## src/rtl/change_txn_ctrl.sv

```systemverilog
// Coin-change transaction controller: collects coins against a latched cost,
// then pays change greedily (5/3/1) from a registered inventory, one coin per handshake.
module change_txn_ctrl (
   input  logic       clock,
   input  logic       reset,
   input  logic       Start,
   input  logic [3:0] Cost,
   input  logic       CoinValid,
   input  logic [2:0] CoinValue,
   input  logic       Cancel,
   input  logic       Restock,
   input  logic [1:0] RestockP,
   input  logic [1:0] RestockT,
   input  logic [1:0] RestockC,
   input  logic       DispReady,
   output logic       DispValid,
   output logic [2:0] DispCoin,
   output logic [3:0] Paid,
   output logic [3:0] Remaining,
   output logic [1:0] Pentagons,
   output logic [1:0] Triangles,
   output logic [1:0] Circles,
   output logic       Busy,
   output logic       CoughUpMore,
   output logic       ExactAmount,
   output logic       NotEnoughChange,
   output logic       CoinReject,
   output logic       Done
);

   localparam int unsigned W_AMT  = 4;
   localparam int unsigned W_SUM  = W_AMT + 1;
   localparam int unsigned W_COIN = 3;
   localparam int unsigned W_INV  = 2;

   localparam logic [W_COIN-1:0] COIN_P   = W_COIN'(5);
   localparam logic [W_COIN-1:0] COIN_T   = W_COIN'(3);
   localparam logic [W_COIN-1:0] COIN_C   = W_COIN'(1);
   localparam logic [W_SUM-1:0]  MAX_PAID = W_SUM'(15);

   typedef enum logic [1:0] {
      S_IDLE     = 2'd0,
      S_COLLECT  = 2'd1,
      S_DISPENSE = 2'd2,
      S_DONE     = 2'd3
   } state_t;

   state_t             r_state;
   state_t             w_next;
   logic [W_AMT-1:0]   r_cost;
   logic [W_AMT-1:0]   r_paid;
   logic [W_AMT-1:0]   r_remaining;
   logic [W_INV-1:0]   r_pent;
   logic [W_INV-1:0]   r_tri;
   logic [W_INV-1:0]   r_circ;
   logic               r_exact;
   logic               r_nec;
   logic               r_coin_reject;

   logic [W_COIN-1:0]  w_sel;
   logic               w_disp_valid;
   logic               w_handshake;
   logic [W_SUM-1:0]   w_sum;
   logic               w_coin_legal;
   logic               w_coin_ok;
   logic               w_paid_done;
   logic               w_start_ok;

   // Greedy coin selection from registered Remaining and inventory
   always_comb begin
      w_sel = '0;
      if (r_state == S_DISPENSE) begin
         if (r_remaining >= W_AMT'(COIN_P) && r_pent != '0)
            w_sel = COIN_P;
         else if (r_remaining >= W_AMT'(COIN_T) && r_tri != '0)
            w_sel = COIN_T;
         else if (r_remaining >= W_AMT'(COIN_C) && r_circ != '0)
            w_sel = COIN_C;
      end
   end

   assign w_disp_valid = (w_sel != '0);
   assign w_handshake  = w_disp_valid && DispReady;
   assign w_sum        = {1'b0, r_paid} + W_SUM'(CoinValue);
   assign w_coin_legal = (CoinValue == COIN_C) || (CoinValue == COIN_T) || (CoinValue == COIN_P);
   assign w_coin_ok    = w_coin_legal && (w_sum <= MAX_PAID);
   assign w_paid_done  = (r_paid >= r_cost);
   assign w_start_ok   = Start && !Restock && (Cost != '0);

   // State register
   always_ff @(posedge clock) begin
      if (reset) r_state <= S_IDLE;
      else       r_state <= w_next;
   end

   // Next-state logic
   always_comb begin
      w_next = r_state;
      unique case (r_state)
         S_IDLE: begin
            if (w_start_ok) w_next = S_COLLECT;
         end
         S_COLLECT: begin
            if (Cancel)
               w_next = (r_paid == '0) ? S_DONE : S_DISPENSE;
            else if (w_paid_done)
               w_next = (r_paid == r_cost) ? S_DONE : S_DISPENSE;
         end
         S_DISPENSE: begin
            if (!w_disp_valid) w_next = S_DONE;
         end
         S_DONE: w_next = S_IDLE;
         default: w_next = S_IDLE;
      endcase
   end

   // Datapath: cost, paid, change owed, inventory and status flags
   always_ff @(posedge clock) begin
      if (reset) begin
         r_cost        <= '0;
         r_paid        <= '0;
         r_remaining   <= '0;
         r_pent        <= '0;
         r_tri         <= '0;
         r_circ        <= '0;
         r_exact       <= 1'b0;
         r_nec         <= 1'b0;
         r_coin_reject <= 1'b0;
      end else begin
         r_coin_reject <= 1'b0;
         unique case (r_state)
            S_IDLE: begin
               if (Restock) begin
                  r_pent <= RestockP;
                  r_tri  <= RestockT;
                  r_circ <= RestockC;
               end else if (w_start_ok) begin
                  r_cost      <= Cost;
                  r_paid      <= '0;
                  r_remaining <= '0;
                  r_exact     <= 1'b0;
                  r_nec       <= 1'b0;
               end
            end
            S_COLLECT: begin
               if (Cancel) begin
                  r_remaining   <= r_paid;
                  r_coin_reject <= CoinValid;
               end else if (w_paid_done) begin
                  if (r_paid == r_cost) r_exact     <= 1'b1;
                  else                  r_remaining <= r_paid - r_cost;
                  r_coin_reject <= CoinValid;
               end else if (CoinValid) begin
                  if (w_coin_ok) r_paid        <= w_sum[W_AMT-1:0];
                  else           r_coin_reject <= 1'b1;
               end
            end
            S_DISPENSE: begin
               r_coin_reject <= CoinValid;
               if (w_handshake) begin
                  r_remaining <= r_remaining - W_AMT'(w_sel);
                  if (w_sel == COIN_P)      r_pent <= r_pent - W_INV'(1);
                  else if (w_sel == COIN_T) r_tri  <= r_tri - W_INV'(1);
                  else                      r_circ <= r_circ - W_INV'(1);
               end else if (!w_disp_valid) begin
                  r_nec <= (r_remaining != '0);
               end
            end
            S_DONE: ;
            default: ;
         endcase
      end
   end

   // Output decode from registered state
   always_comb begin
      DispValid   = 1'b0;
      DispCoin    = '0;
      Busy        = 1'b0;
      CoughUpMore = 1'b0;
      Done        = 1'b0;
      if (r_state != S_IDLE) Busy = 1'b1;
      if (r_state == S_COLLECT && !w_paid_done) CoughUpMore = 1'b1;
      if (r_state == S_DONE) Done = 1'b1;
      if (w_disp_valid) begin
         DispValid = 1'b1;
         DispCoin  = w_sel;
      end
   end

   assign Paid            = r_paid;
   assign Remaining       = r_remaining;
   assign Pentagons       = r_pent;
   assign Triangles       = r_tri;
   assign Circles         = r_circ;
   assign ExactAmount     = r_exact;
   assign NotEnoughChange = r_nec;
   assign CoinReject      = r_coin_reject;

endmodule
```

## config.mk

```make
export PLATFORM = sky130hd
export DESIGN_NAME = change_txn_ctrl
export DESIGN_NICKNAME = d
export VERILOG_FILES = /design/src/rtl/change_txn_ctrl.sv
export SDC_FILE = /design/constraint.sdc
export NUM_CORES = 1
export LEC_CHECK = 0
export CAP_MARGIN = 40
export CORE_MARGIN = 1.5
export CORE_UTILIZATION = 35
export DETAILED_ROUTE_END_ITERATION = 6
export PLACE_DENSITY = 0.57
export SKIP_CTS_REPAIR_TIMING = 1
export SYNTH_ARGS = -nofsm -noshare
export SYNTH_HDL_FRONTEND = slang
export SYNTH_SLANG_ARGS = --single-unit
```

## constraint.sdc

```tcl
create_clock -name clock -period 2.9 [get_ports clock]
set_clock_uncertainty 0.05 [all_clocks]
set_input_delay 0.58 -clock clock [delete_from_list [all_inputs] [get_ports clock]]
set_output_delay 0.58 -clock clock [all_outputs]
set_load 0.01 [all_outputs]
```

After elaboration in Yosys (flattened, before gate mapping)
Index checks and enable logic that the tools add are counted.
- register bits: 23
- logic and storage cells: 138
- mux-type cells: 56
- magnitude comparators: 5
- bitwise logic cells: 1
- add/sub/neg operators: 6
- reduce and logical (&&, ||, !) cells: 33
- eq/ne operators: 27
- operators with widths (kind ; count):
    4-bit 2-to-1 mux ; 10
    2-bit 2-to-1 mux ; 16
    2-bit != test (second input constant) ; 14
    1-bit 2-to-1 mux ; 18
    5-bit AND reduction ; 3
    2-bit case mux with 2 select lines ; 3
    4-bit case mux with 3 select lines ; 1
    6-bit AND reduction ; 2
    2-bit nonzero test ; 6
    3-bit 2-to-1 mux ; 3
    1-bit logical AND ; 8
    2-bit case mux with 4 select lines ; 1
    4-bit case mux with 2 select lines ; 1
    4-bit nonzero test ; 2
    7-bit AND reduction ; 1
    3-bit by 2-bit == test with 1-bit output (second input constant) ; 2
    3-bit == test (second input constant) ; 2
    3-bit != test (second input constant) ; 2
    1-bit case mux with 2 select lines ; 3
    3-bit AND reduction ; 2
    3-bit nonzero test ; 2
    2-bit by 1-bit subtractor with 2-bit output (second input constant) ; 3
    4-bit by 3-bit adder with 5-bit output ; 1
    5-bit by 4-bit <= comparator with 1-bit output (second input constant) ; 1
    other kinds (17) ; 21

Longest topological paths before layout
Gate-level depths: netlist of the first run.
- word-level depth: 11
- gate-level depth with buffers: 13
- gate-level depth less buffers: 12

Worst setup path before layout of the first run
OpenSTA, ideal clock, no wires.
- path type: register -> register
- start point: register r_state[0]
- end point: register r_remaining[1], in the netlist Remaining[1]
- library setup time: 0.134 ns
- slack: 0.377 ns
- data arrival time: 2.339 ns
- path buffers: 3
- required time: 2.716 ns
- stages on the path, launching flop included: 13
- cell sequence: dfxtp_1 -> inv_1 -> ha_1 -> clkbuf_1 -> inv_1 -> buf_2 -> clkbuf_1 -> nor2_1 -> ha_1 -> inv_1 -> fa_1 -> a22oi_1 -> o31ai_1
- longest elaborated chain between the ends: 6
- elaborated cells on any way between the ends: 16
- ends and longest elaborated chain (element ; RTL line ; text):
    start, declared ; 48 ; state_t r_state;
    start signal, assigned ; 93 ; else r_state <= w_next;
    branches (longest 6 deep; another with 4-bit by 3-bit subtractor with 4-bit output) ; -- ;
    end signal, assigned ; 147 ; r_remaining <= r_paid;
    end signal, assigned ; 151 ; else r_remaining <= r_paid - r_cost;
    end signal, assigned ; 161 ; r_remaining <= r_remaining - W_AMT'(w_sel);
    end, declared ; 52 ; logic [W_AMT-1:0] r_remaining;
Parallel ways; which one is timed is not known. The select of a mux whose other input is x is not followed.
A chain may end at the register's enable or synchronous reset.

Worst setup path after layout of the first run
- start point: register r_remaining[3], in the netlist Remaining[3]
- end point: output DispCoin[1]
- longest elaborated chain between the ends: 8
- elaborated cells on any way between the ends: 12
- ends and longest elaborated chain (element ; RTL line ; text):
    4-bit by 1-bit >= comparator with 1-bit output ; 77 ; else if (r_remaining >= W_AMT'(COIN_C) && r_circ != '0)
    1-bit logical AND ; 77 ;
    1-bit 2-to-1 mux ; 77 ;
    2-bit 2-to-1 mux ; 75 ; else if (r_remaining >= W_AMT'(COIN_T) && r_tri != '0)
    3-bit 2-to-1 mux * ; 73 ; if (r_remaining >= W_AMT'(COIN_P) && r_pent != '0)
    3-bit 2-to-1 mux * ; 72 ; if (r_state == S_DISPENSE) begin
    3-bit nonzero test ; 82 ; assign w_disp_valid = (w_sel != '0);
    3-bit 2-to-1 mux * ; 185 ; if (w_disp_valid) begin
    end, declared ; 17 ; output logic [2:0] DispCoin,
Mark *: on every way between the ends. The rest lies on a longest branch, timed or not.

==> results of run 1 <==
cell families after synthesis:
| family | count (synthesis) |
|---|---|
| AND/OR/NAND/NOR | 74 |
| AO/OA/AOI/OAI | 67 |
| buffers and inverters | 34 |
| flip-flops | 23 |
| adder cells (fa/ha/maj) | 21 |
| multiplexers | 10 |
| XOR/XNOR | 4 |
power by group through the flow:
| stage | Sequential (W) | Clock [W] | Combinational (W) |
|---|---|---|---|
| finish | 0.000430 | 0.000214 | 0.000950 |
| global route | 0.000438 | 0.000236 | 0.00105 |
| CTS | 0.000429 | 0.000224 | 0.000933 |
| detailed placement | 0.000435 | 0 | 0.000926 |
| global placement | 0.000435 | 0 | 0.000929 |
| floorplan | 0.000443 | 0 | 0.000580 |
cell usage after synthesis, types with 3 or more instances:
master | number | area, um2
nand2_1 | 19 | 71.3
nand2b_1 | 5 | 31.3
nor2_1 | 17 | 63.8
nor2b_1 | 5 | 31.3
nor3_1 | 3 | 15.0
inv_1 | 25 | 93.8
o311ai_0 | 4 | 35.0
o21ai_0 | 13 | 65.1
nor4_1 | 7 | 43.8
nand3_1 | 3 | 15.0
a22oi_1 | 5 | 37.5
dfxtp_1 | 23 | 460
o31ai_1 | 6 | 45.0
buf_2 | 3 | 15.0
or2_2 | 3 | 18.8
or3_1 | 3 | 18.8
ha_1 | 18 | 225
fa_1 | 3 | 60.1
a21oi_1 | 8 | 40.0
a31oi_1 | 4 | 25.0
mux2i_1 | 10 | 100
clkbuf_1 | 6 | 22.5
critical path, cell delays in order, from the launching register on:
cell	delay, ns
dfxtp_2	0.38
or4b_1	0.56
a311o_2	0.39
inv_1	0.09
clkdlybuf4s50_1	0.53
layout make-up:
type | count | area, um2
fillers | 539 | 2590
repair buffers | 60 | 561
flip-flops and latches | 23 | 464
inverters | 25 | 93.8
clock inverters | 1 | 5.00
clock buffers | 3 | 41.3
well taps | 70 | 87.6
multi-input cells | 176 | 1300
final timing paths:
path,from,depth (start not counted),end
worst min-delay path,ExactAmount$_SDFFE_PP0P_,1,ExactAmount$_SDFFE_PP0P_
worst max register to register,Remaining[3]$_SDFFE_PP0P_,9,Remaining[3]$_SDFFE_PP0P_
worst max-delay path,Remaining[3]$_SDFFE_PP0P_,4,DispCoin[1]
worst min register to register,ExactAmount$_SDFFE_PP0P_,1,ExactAmount$_SDFFE_PP0P_
metal layers:
metal  GRT usage  part of all wire  vias to the layer above
met3      0.0347             0.056                        5
met4      0.0407            0.0062                        0
met5           0                 0                        -
met2       0.287              0.43                       61
li1            -                 -                      969
met1       0.282              0.51                      887
stage by stage:
step                setup WS (ns)  total power (W)  hold slack (ns)   util
floorplan                   0.377          0.00102            0.413      -
global placement            0.215          0.00136            0.401  0.481
detailed placement          0.225          0.00136            0.411  0.481
CTS                       -0.0652          0.00159            0.436  0.490
global route             -0.00697          0.00172            0.469  0.497
finish                     0.0569          0.00159            0.428  0.497
cell usage in the layout, fill, tap and decap left out, types with 2 or more instances in the layout:
master and count:
a22oi_1 4, a211o_1 2, a31oi_1 4, inv_1 25
nor2b_1 4, and3_1 2, nand4_1 2, ha_1 18
a21oi_1 7, o31ai_1 6, o32ai_1 2, dfxtp_2 3
o311a_1 2, a21o_1 2, nor4_1 7, dfxtp_1 20
o311ai_0 4, o22ai_1 2, clkdlybuf4s50_1 42, xnor2_1 2
xor2_1 2, o21ai_0 13, nand2_1 19, nor2_1 17
or2_2 3, mux2i_1 10, a211oi_1 2, or3_1 3
nand2b_1 5, fa_1 2, a221o_1 2, clkbuf_8 3
nor3_1 3, o21a_1 2, buf_4 17, nand3_1 3
flip-flops by register name, summed over array words and instances, names as in the netlist:
signal	cells
Remaining	4
r_cost	4
CoinReject	1
r_state	2
Pentagons	2
Triangles	2
ExactAmount	1
Circles	2
NotEnoughChange	1
Paid	4
==> summary.md, run 1 <==
| Metric | Value |
|---|---|
| Seq cells post-synth | 23 |
| Vias per cell | 5.37 |
| Syn Nets | 274 |
| Syn avg cell area | 8.03 um2 |
| Initial DRC Count | 147 |
| Chip Height | 76.1 um |
| Area grow syn2layout | 36.5% |
| Initial Utilization | 0.364 |
| Psw | 0.000708 W |
| Count of different cell masters after synthesis | 50 |
| GRT Overall Usage | 0.191 |
| Share of cells above drive strength 1 | 0.118 |
| Adder-cell share of the synthesized area | 0.153 |
| N_diodes | 0 |
| Setup tns final | 0 ns |
| Max Cap Viol | 0 |
| Setup slack, reg-to-reg | 0.33 ns |
| Clk sink count | 23 |
| Dpl cell area | 2470 um2 |
| First-pass GRT wire length | 9040 um |
| Slew margin rel. | 0.475 |
| Mux share of post-synthesis cell area | 0.0535 |
| Skew-Pair Late Insertion Delay | 0.28 ns |
| Synthesized area | 1870 um2 |
| CTS tree | done |
| Final Hold Viols | 0 |
| Row count | 26 |
| Clk buf depth | 2 |
| Number of synthesis warnings | 0 |
| Switching share of total power | 0.444 |
| Synth Area in Simple Gates | 0.202 |
| Top FF cell, synth | dfxtp_1 |
| Power share of the combinational group | 0.596 |
| Post-synth EDFFs | 0 |
| Design area | 2550 um2 |
| ANT nets after route | 0 |
| VDD IR-drop max | 0.340 mV |
| Final global-route overflow total | 0 |
| Cell Int Power | 0.000886 W |
| Largest net degree at the start of global routing | 17 |
| Final WL | 5520 um |
| PortBufs | 43 |
| Vias in the first global route | 1784 |
| Core area | 5140 um2 |
| Fin cells | 358 |
| Wire per inst | 15.4 um |
| Worst hold path class | reg -> reg |
| Final Slew Violations | 0 |
| Setup Crit Path Kind | reg -> out |
| Slew @ Worst Pin | 0.786 ns |
| DPL Wire Length | 4230 um |
| Compound-gate portion of the synthesized area | 0.257 |
| Fmax | 0.352 GHz |
| Pleak | 1.05 nW |
| Min cycle time layout | 2.84 ns |
| Vias after detailed routing | 1922 |
| Final setup vio count | 0 |
| CP max FO | 9 |
| Final #Nets | 330 |
| XOR/XNOR Fraction of Synth Area | 0.0187 |
| Crit. End Element | output port |
| Placer Congestion | 0.875 |
| Sequential area share after synthesis | 0.246 |
| Drc violations | 0 |
| Req. time, crit path | 2.27 ns |
| Post-synth ARST share | 0 |
| DRT Pass-1 Iters | 4 |
| H-tree levels | 1 |
| Cts bufs inserted | 3 |
| Initial antenna violation count | 0 |
| Critical path launch point type | flip-flop |
| Worst path arrival time | 2.21 ns |
| Cells after Synth | 233 |
| Status | finished, final reports clean |
| Die Width | 76.1 um |
| Flop pwr share | 0.270 |
| Clock Root Buffer | clkbuf_8 |
| Clk pwr share | 0.134 |
| DIE AREA | 5790 um2 |
| Worst-path clk slew | 0.09 ns |
| Ports | 44 |
| Ratio of final minimum period to clock period | 0.980 |
| PwrDens | 625 nW/um2 |
| Largest family of logic cells by synthesized area | compound AO/OA/AOI/OAI gates |
| Placed Cells | 353 |
Note: power is estimated with default switching activity, not from simulation.
==> inputs of run 2 (changes only) <==
--- a/config.mk
+++ b/config.mk
@@ -5,11 +5,14 @@
 export SDC_FILE = /design/constraint.sdc
 export NUM_CORES = 1
 export LEC_CHECK = 0
+export ABC_CLOCK_PERIOD_IN_PS = 2900
 export CAP_MARGIN = 40
+export CORE_ASPECT_RATIO = 0.7
 export CORE_MARGIN = 1.5
 export CORE_UTILIZATION = 35
 export DETAILED_ROUTE_END_ITERATION = 6
 export PLACE_DENSITY = 0.57
+export REMOVE_ABC_BUFFERS = 1
 export SKIP_CTS_REPAIR_TIMING = 1
 export SYNTH_ARGS = -nofsm -noshare
 export SYNTH_HDL_FRONTEND = slang
==> run 2 against run 1 <==
Against the previous run:
- clock power about the same
- combinational power down 1%
- global-route usage down 0.35 points
- critical endpoint is now CoughUpMore
- largest power group unchanged
==> summary.md, run 2 (same netlist as run 1, synthesis figures left out) <==
| Metric | Value |
|---|---|
| Core area | 5200 um2 |
| Initial Utilization | 0.360 |
| PortBufs | 43 |
| Drc violations | 0 |
| Final WL | 5350 um |
| Final Hold Viols | 0 |
| DIE AREA | 5800 um2 |
| Req. time, crit path | 2.27 ns |
| Ports | 44 |
| Clk pwr share | 0.134 |
| Slew margin rel. | 0.578 |
| ANT nets after route | 0 |
| Status | finished, final reports clean |
| CP max stage cell | clkdlybuf4s50_1 |
| CP max stage delay | 0.47 ns |
| Fillers | 505 |
| RSZ-0062 raised after global routing | no |
| Clk buf depth | 2 |
| Met3 wire length | 210 um |
| Initial DRC Count | 164 |
| CTS tree | done |
| Cts bufs inserted | 3 |
| Psw | 0.000693 W |
| Final #Nets | 328 |
| Most common cell after layout, fill and taps aside | clkdlybuf4s50_1 |
| Cell Int Power | 0.000883 W |
| Wire per inst | 14.9 um |
| Min cycle time layout | 2.81 ns |
| M1 WL | 2960 um |
| Clk sink count | 23 |
| CP max FO | 6 |
| Share of cells above drive strength 1 | 0.108 |
| Worst-path clk slew | 0.09 ns |
| Setup Crit Path Kind | reg -> out |
| Crit. End Element | output port |
| Chip Height | 64.2 um |
| Row count | 22 |
| Initial antenna violation count | 0 |
| Power share of the combinational group | 0.595 |
| Pleak | 1.03 nW |
| Slew @ Worst Pin | 0.630 ns |
| Setup tns final | 0 ns |
| Die Width | 90.4 um |
| Bufs and invs on worst path | 2 |
| Critical path launch point type | flip-flop |
| Placer Congestion | 0.926 |
| Most frequent cells in the layout | clkdlybuf4s50_1, inv_1, dfxtp_1, nand2_1, ha_1 |
| Final global-route overflow total | 0 |
| DPL Wire Length | 4210 um |
| Final setup vio count | 0 |
| Design area | 2530 um2 |
| Worst path arrival time | 2.18 ns |
| Crit-path leading delay family | adder cells |
| N_diodes | 0 |
| Skew-Pair Late Insertion Delay | 0.27 ns |
| PwrDens | 623 nW/um2 |
| Dpl cell area | 2460 um2 |
| Final Slew Violations | 0 |
| DRT Pass-1 Iters | 4 |
| Top layer in use | met4 |
| Vias after detailed routing | 1889 |
| Crit path cell chain | inv_1 -> ha_1 -> fa_2 -> nor2b_2 -> o22ai_1 -> and3_1 -> clkdlybuf4s50_1 |
| Switching share of total power | 0.440 |
| Setup slack, reg-to-reg | 0.25 ns |
| Clock Root Buffer | clkbuf_8 |
| Vias per cell | 5.28 |
| GRT Overall Usage | 0.187 |
| Vias in the first global route | 1695 |
| Fmax | 0.355 GHz |
| Layout Utilization | 0.486 |
| Largest net degree at the start of global routing | 16 |
| Flop pwr share | 0.271 |
| VDD IR-drop max | 0.300 mV |
| Max Cap Viol | 0 |
| Met2 WL | 2140 um |
| First-pass GRT wire length | 8670 um |
| Ratio of final minimum period to clock period | 0.971 |
| Worst hold path class | reg -> reg |
| H-tree levels | 1 |
| Area grow syn2layout | 35.3% |
## run 2: stage by stage
stage | setup WS [ns] | instances | total power (W) | hold WS, ns
after detailed placement | 0.226 | 353 | 0.00135 | 0.408
after global placement | 0.190 | 353 | 0.00136 | 0.401
after floorplan | 0.435 | 224 | 0.00101 | 0.413
final | 0.0854 | 358 | 0.00158 | 0.423
after global routing | 0.0192 | 358 | 0.00170 | 0.446
after CTS | -0.0889 | 357 | 0.00158 | 0.430
## run 2: worst paths after layout
kind | depth (start not counted) | end | startpoint
max reg2reg | 12 | Remaining[2]$_SDFFE_PP0P_ | Triangles[0]$_SDFFE_PP0P_
min reg2reg | 1 | ExactAmount$_SDFFE_PP0P_ | ExactAmount$_SDFFE_PP0P_
min | 1 | ExactAmount$_SDFFE_PP0P_ | ExactAmount$_SDFFE_PP0P_
max | 7 | CoughUpMore | Paid[0]$_SDFFE_PP0P_
## run 2: layout make-up
cell class / count / area, um2 / area share
multi-input combinational: 176 / 1290 / 0.509
timing repair buffer: 58 / 546 / 0.216
tap: 72 / 90.1 / 0.0356
inverter: 25 / 93.8 / 0.0371
clock buffer: 4 / 45.0 / 0.0178
sequential: 23 / 468 / 0.185
## run 2: power groups by stage
stage / clock network, W / registers (W) / logic, W
6_report: 0.000211 / 0.000426 / 0.000937
5_1_grt: 0.000235 / 0.000437 / 0.00103
4_1_cts: 0.000221 / 0.000428 / 0.000929
3_5_place_dp: 0 / 0.000434 / 0.000920
3_3_place_gp: 0 / 0.000434 / 0.000921
2_1_floorplan: 0 / 0.000443 / 0.000564
## run 2: layer usage
layer / GRT usage / up-vias
met4: 0.0357 / 0
li1: - / 964
met5: 0 / -
met1: 0.287 / 874
met3: 0.0333 / 2
met2: 0.270 / 49
## run 2: worst reg2reg max path: stages (launching register included)
cell	delay [ns]
dfxtp_1	0.36
inv_1	0.07
ha_1	0.26
nand2b_1	0.16
a22oi_1	0.26
a21oi_2	0.13
nor2_1	0.10
ha_1	0.16
inv_1	0.07
fa_1	0.37
xor2_1	0.19
a22oi_1	0.09
o31ai_1	0.28
